<file path="config.mk">
export PLATFORM = sky130hd
export DESIGN_NAME = mem_arbiter
export DESIGN_NICKNAME = d
export VERILOG_FILES = /design/src/rtl/mem_arbiter_pkg.sv /design/src/rtl/mem_arbiter_rr.sv /design/src/rtl/mem_arbiter.sv
export SDC_FILE = /design/constraint.sdc
export NUM_CORES = 1
export LEC_CHECK = 0
export CORE_MARGIN = 2
export CORE_UTILIZATION = 43
export DETAILED_ROUTE_END_ITERATION = 10
export PLACE_DENSITY = 0.78
export RECOVER_POWER = 100
export SETUP_SLACK_MARGIN = 0.15
export SYNTH_ARGS = -nofsm -noshare
export SYNTH_HDL_FRONTEND = slang
export SYNTH_SLANG_ARGS = --single-unit
export TNS_END_PERCENT = 1
</file>
<file path="constraint.sdc">
create_clock -name clk -period 6.1 [get_ports clk]
set_clock_uncertainty 0.15 [all_clocks]
set_input_delay 0.61 -clock clk [delete_from_list [all_inputs] [get_ports clk]]
set_output_delay 0.61 -clock clk [all_outputs]
set_load 0.05 [all_outputs]
</file>
<file path="src/rtl/mem_arbiter_pkg.sv">
// mem_defs: shared encodings and helpers for the memory arbiter.
package mem_defs;
  localparam logic [1:0] SZ_B = 2'd0;
  localparam logic [1:0] SZ_H = 2'd1;
  localparam logic [1:0] SZ_W = 2'd2;
  localparam logic [1:0] IO_SEL = 2'b11;
  localparam int IO_HI = 17;
  localparam int IO_LO = 16;
  typedef enum logic [1:0] {IDLE, READ, WRITE} state_t;
  function automatic logic [2:0] size_to_bytes(input logic [1:0] s);
    return (s == SZ_W || s == 2'd3) ? 3'd4 : s == SZ_H ? 3'd2 : (s == SZ_B ? 3'd1 : 3'd4);
  endfunction
endpackage

</file>
<file path="src/rtl/mem_arbiter_rr.sv">
// rr_arbiter: fixed-priority or round-robin grant with a next-start pointer.
module rr_arbiter #(
  parameter int N = 3,
  parameter int MODE = 1,
  localparam int IW = N > 1 ? $clog2(N) : 1
) (
  input  logic          clk,
  input  logic          rst,
  input  logic          en,
  input  logic [N-1:0]  req,
  output logic [N-1:0]  gnt,
  output logic [IW-1:0] idx
);
  logic [IW-1:0] ptr, cand;
  logic hit;
  always_comb begin
    idx = '0;
    hit = 1'b0;
    cand = '0;
    for (int i = 0; i < N; i++) begin
      cand = IW'(MODE == 1 ? (int'(ptr) + i) % N : i);
      if (!hit && req[cand]) begin
        idx = cand;
        hit = 1'b1;
      end
    end
    gnt = (en && hit) ? N'(1) << idx : '0;
  end
  // ptr holds where the next search starts, i.e. one past the last grant
  always_ff @(posedge clk) begin
    if (rst) ptr <= '0;
    else if (en && hit) ptr <= IW'((int'(idx) + 1) % N);
  end
endmodule

</file>
<file path="src/rtl/mem_arbiter.sv">
// mem_arbiter: arbitrates N_CH requesters onto a byte-wide RAM/IO bus.
module mem_arbiter
  import mem_defs::*;
#(
  parameter int N_CH = 3,
  parameter int ARB_MODE = 1,
  parameter logic [N_CH-1:0] FLUSH_MASK = 3'b011,
  parameter bit IO_HOLD = 1'b1
) (
  input  logic              clk,
  input  logic              rst,
  input  logic              rdy,
  input  logic              flush,
  input  logic [N_CH-1:0]   req,
  input  logic [N_CH-1:0]   we,
  input  logic [2*N_CH-1:0] size,
  input  logic [32*N_CH-1:0] addr,
  input  logic [32*N_CH-1:0] wdata,
  output logic [N_CH-1:0]   done,
  output logic [31:0]       rdata,
  input  logic [7:0]        mem_din,
  output logic [7:0]        mem_dout,
  output logic [31:0]       mem_a,
  output logic              mem_wr,
  input  logic              io_buffer_full
);
  localparam int IW = N_CH > 1 ? $clog2(N_CH) : 1;
  state_t state, nxt;
  logic [N_CH-1:0] elig, gnt;
  logic [IW-1:0] gidx, ch;
  logic [31:0] g_addr, g_wdata, l_addr, l_wdata, rbuf, rnext;
  logic [1:0] g_size;
  logic g_we, l_io, l_fl, accept, hold, abort, issue;
  logic [2:0] k, c, cm1;
  assign elig = req & ~done & ~({N_CH{flush}} & ~we & FLUSH_MASK);
  rr_arbiter #(.N(N_CH), .MODE(ARB_MODE)) u_arb (
    .clk(clk),
    .rst(rst),
    .en(rdy && state == IDLE && done == '0),
    .req(elig),
    .gnt(gnt),
    .idx(gidx)
  );
  always_comb begin
    g_addr = addr[32*gidx +: 32];
    g_wdata = wdata[32*gidx +: 32];
    g_size = size[2*gidx +: 2];
    g_we = we[gidx];
    accept = |gnt;
    hold = state == WRITE && l_io && io_buffer_full;
    abort = state == READ && l_fl && flush;
    issue = (state == READ && c < k) || (state == WRITE && !hold);
    cm1 = c - 3'd1;
    // the byte on mem_din answers the address issued one cycle earlier
    rnext = rbuf | (32'(mem_din) << {cm1, 3'b000});
    mem_a = issue ? l_addr + 32'(c) : '0;
    mem_wr = rdy && state == WRITE && !hold;
    mem_dout = (state == WRITE && !hold) ? 8'(l_wdata >> {c, 3'b000}) : '0;
    nxt = state == IDLE ? (accept ? (g_we ? WRITE : READ) : IDLE) :
          state == READ ? ((abort || c == k) ? IDLE : READ) :
          ((!hold && c == k - 3'd1) ? IDLE : WRITE);
  end
  always_ff @(posedge clk) begin
    if (rst) begin
      state <= IDLE;
      done <= '0;
      rdata <= '0;
      ch <= '0;
      c <= '0;
      k <= '0;
      l_addr <= '0;
      l_wdata <= '0;
      l_io <= 1'b0;
      l_fl <= 1'b0;
      rbuf <= '0;
    end else if (rdy) begin
      state <= nxt;
      done <= '0;
      if (accept) begin
        ch <= gidx;
        c <= '0;
        k <= size_to_bytes(g_size);
        l_addr <= g_addr;
        l_wdata <= g_wdata;
        l_io <= IO_HOLD && g_we && g_addr[IO_HI:IO_LO] == IO_SEL;
        l_fl <= FLUSH_MASK[gidx];
        rbuf <= '0;
      end else if (state == READ) begin
        c <= c + 3'd1;
        if (c != 3'd0) rbuf <= rnext;
        if (c == k && !abort) begin
          done <= N_CH'(1) << ch;
          rdata <= rnext;
        end
      end else if (state == WRITE && !hold) begin
        c <= c + 3'd1;
        if (c == k - 3'd1) done <= N_CH'(1) << ch;
      end
    end
  end
endmodule

</file>
==> results list <==
* Run status: finished, violations left
- Violations in the final reports: max-capacitance violations, max-slew violations
* Ratio of routed vias to standard cells: between 5 and 6
* Boundary Pins: a little under 300
* Number of antenna diodes: 0
- Starting density of the core: 44.0%
- Data required time of the worst path: around 6300 ps
- Height of the chip: about 140 um
- Synthesis produced about 1,000 cells.
* Main area contributors after synthesis: dfxtp_1, nor2_1, nand2_1, a22o_1, a31oi_1
* Detailed-route via count: 8,318
* Highest fanout seen on the critical path: 44
* First-pass GRT wire length: around 42,000 um
* Slew at the pin closest to its max-slew limit: between 1500 and 2000 ps
- Share of the clock period used by the worst path: a little over four fifths
* Type of the most critical hold path: reg2reg
* Leakage: roughly 4.4 nW
- The number of antenna violations at the first check in global routing was 0.
- STA classifies the critical path endpoint as a flip-flop.
* Average footprint of a synthesized cell: 7.86 sq um
- Max-cap violations in this run came to 2.
- Setup repair after global routing left no endpoint under its margin.
* CTS tree: built
* Netlist Area Pre-Place: 7900 sq um
* Post-layout utilization of the core: between 60 and 70%
* Yosys Warn Count: 0
- Distinct cell type count of the synthesized netlist: 60
- Count of final setup violators: 0
- In this run the standard cell core region covers around 18,000 sq um.
- Setup crit start kind: input port
- For this run, the top clock speed supported by timing is 197 MHz.
* Die footprint: 19,500 sq um
* Most used standard cell by instance count after synthesis: nor2_1
- Across every metal layer, demand over resource in global routing totals between 20% and 30%.
- Entering global routing, the biggest net connects 69 pins.
- Later-pin clock latency in the skew report: roughly 420 ps
- Number of DRC markers in iteration 0: 647
* Clk buf depth: 2
- After clock tree synthesis, the repair step resized 0 gates.
- The die is 140 um wide.
- Top cells by count, synth: nor2_1, nand2_1, dfxtp_1
- Data arrival time of the critical path: 5290 ps
* Leftover overflow at the end of global routing: 0
- Number of iterations in the first detailed-routing pass: 5
- Number of global-route vias before repair: ~7,900
- Of the cells placed in the final design, the portion with a size suffix greater than 1 is ~5%.
* Number of placement rows: 49
* CTS root buffer: clkbuf_16
- For this design, the CTS-stage hold fixing added 0 buffers.
* Post-placement worst setup slack: 2100 ps
- Total wirelength of the detailed-routed design: roughly 27,000 um
- In this run the biggest area consumer among cell types represents between 30% and 40% of the synthesized area.
- Number of enable flip-flop cells after synthesis: 0
- Final-stage net count: ~1,500
- Dividing total power by cell area gives a power density of 268 nW/um^2.
* IR Drop Worst-Case VDD: about 240 uV
* Number of fill cells in the layout: around 1,600
- In this run the number of H-tree levels came out at 4.
* Final Hold Fails: 0
- Number of buffers inserted by port buffering: a little under 300
- RD Place Congestion: 0.843
* Count of antenna-violating nets left after detailed routing: 0
* Buffers inserted by post-CTS timing repair: 0
* Category of the critical setup timing path: in2reg
- Setup tns final: 0 ps
- The smallest clock period supported by the final layout is computed as 5080 ps.
* Headroom to the max-slew limit: -22.8%
* Flip-flop cell with the highest count after synthesis: dfxtp_1
- Synth async-reset ratio: 0%
- Flops & latches, synth: around 150
* Detailed placement HPWL: 19,400 um
* Clock-pin slew of the registers on the worst-case setup and hold paths: 60 ps
- After synthesis, flip-flops and latches occupy between 30% and 40% of the total area.
* Number of slew-limit violations in the final report: 78
- Number of sinks handled by clock tree synthesis: approximately 150
- Average wire per cell in the routed design: 18.0 um
- Relative to the synthesized area, the layout overhead comes to 44.1%.
- The number of clock buffers added by TritonCTS is 17.
- Across all setup checks in the final design, the least slack found is around 1000 ps.
* Total nets after synthesis: 1,234
- For this run, design rule violations remaining after detail routing come to 0.
- Summed over all instances, the cell type with the most area after synthesis is dfxtp_1.
[metal layers]
metal  GRT usage [%]  share of wire (%)  routed length [um]  vias to the layer above
met1            34.5                 43               11500                     3908
met2            45.8                 48               12900                      297
met5               0                  0                   0                        -
li1                -                  -                   -                     4076
met3            5.68                6.2                1640                       37
met4            8.67                2.2                 594                        0
[power breakdown]
group | internal, W | total (W) | switching (W)
Sequential | 0.00103 | 0.00111 | 0.0000737
Clock | 0.000661 | 0.00108 | 0.000421
Combinational | 0.000365 | 0.000866 | 0.000501
[flip-flops by register name, summed over array words and instances (netlist names)]
name       flops
c              3
ch             2
done           3
k              3
l_addr        32
l_fl           1
l_io           1
l_wdata       32
rbuf          32
rdata         32
state          2
u_arb.ptr      2
[per-stage QoR]
stage | power (W) | hold slack [ps] | area (sq um) | instances
final | 0.00306 | 328 | 11400 | 1478
after detailed placement | 0.00200 | 315 | 10800 | 1446
after global placement | 0.00199 | 301 | 10800 | 1446
after global routing | 0.00320 | 345 | 11400 | 1478
after floorplan | 0.00168 | 292 | 7900 | 1004
after CTS | 0.00309 | 329 | 11400 | 1478
[worst max-delay path, cell delays in order]
cell and delay [ps]:
dlygate4sd3_1 540, clkbuf_1 1330, nand3b_1 160, a21oi_1 340
nand3_1 600, nor2_4 790, clkbuf_2 670, a22o_1 220
[layout make-up]
class / instances / area [sq um] / share of cell area [%]
multi-input cells: 753 / 4520 / 39.7
repair buffers: 303 / 2990 / 26.3
flip-flops and latches: 145 / 2900 / 25.5
clock buffers: 18 / 439 / 3.86
well taps: 229 / 287 / 2.52
clock inverters: 14 / 179 / 1.57
inverters: 16 / 60.1 / 0.528
[placed cells by master, fill, tap and decap left out, drive strengths merged, types with 22 or more instances in the layout]
master         count
nand2            152
a31oi             64
a41oi             32
dlygate4sd3       77
a22o              62
nor2             171
nor3              38
a211oi            37
a21oi             22
dfxtp            145
clkdlybuf4s50    214
[path summary, 6_finish.rpt]
| check | from | end | slack [ps] | cells after the start |
|---|---|---|---|---|
| setup reg to reg | u_arb.ptr[0] | l_wdata[26] | 2330 | 8 |
| hold reg to reg | l_wdata[28] | l_wdata[28] | 330 | 1 |
| setup / recovery | rdy | l_wdata[26] | 1020 | 8 |
| hold / removal | l_wdata[28] | l_wdata[28] | 330 | 1 |
[cells by family after synthesis]
group	count (synthesis)	share of synthesized area [%]
simple gates	444	25.0
compound gates	259	24.4
flops	145	36.8
buf+inv	106	6.15
xor+xnor	25	2.77
fa+ha+maj	13	2.15
mux	12	2.80
Power figures use the tool's default switching activity.
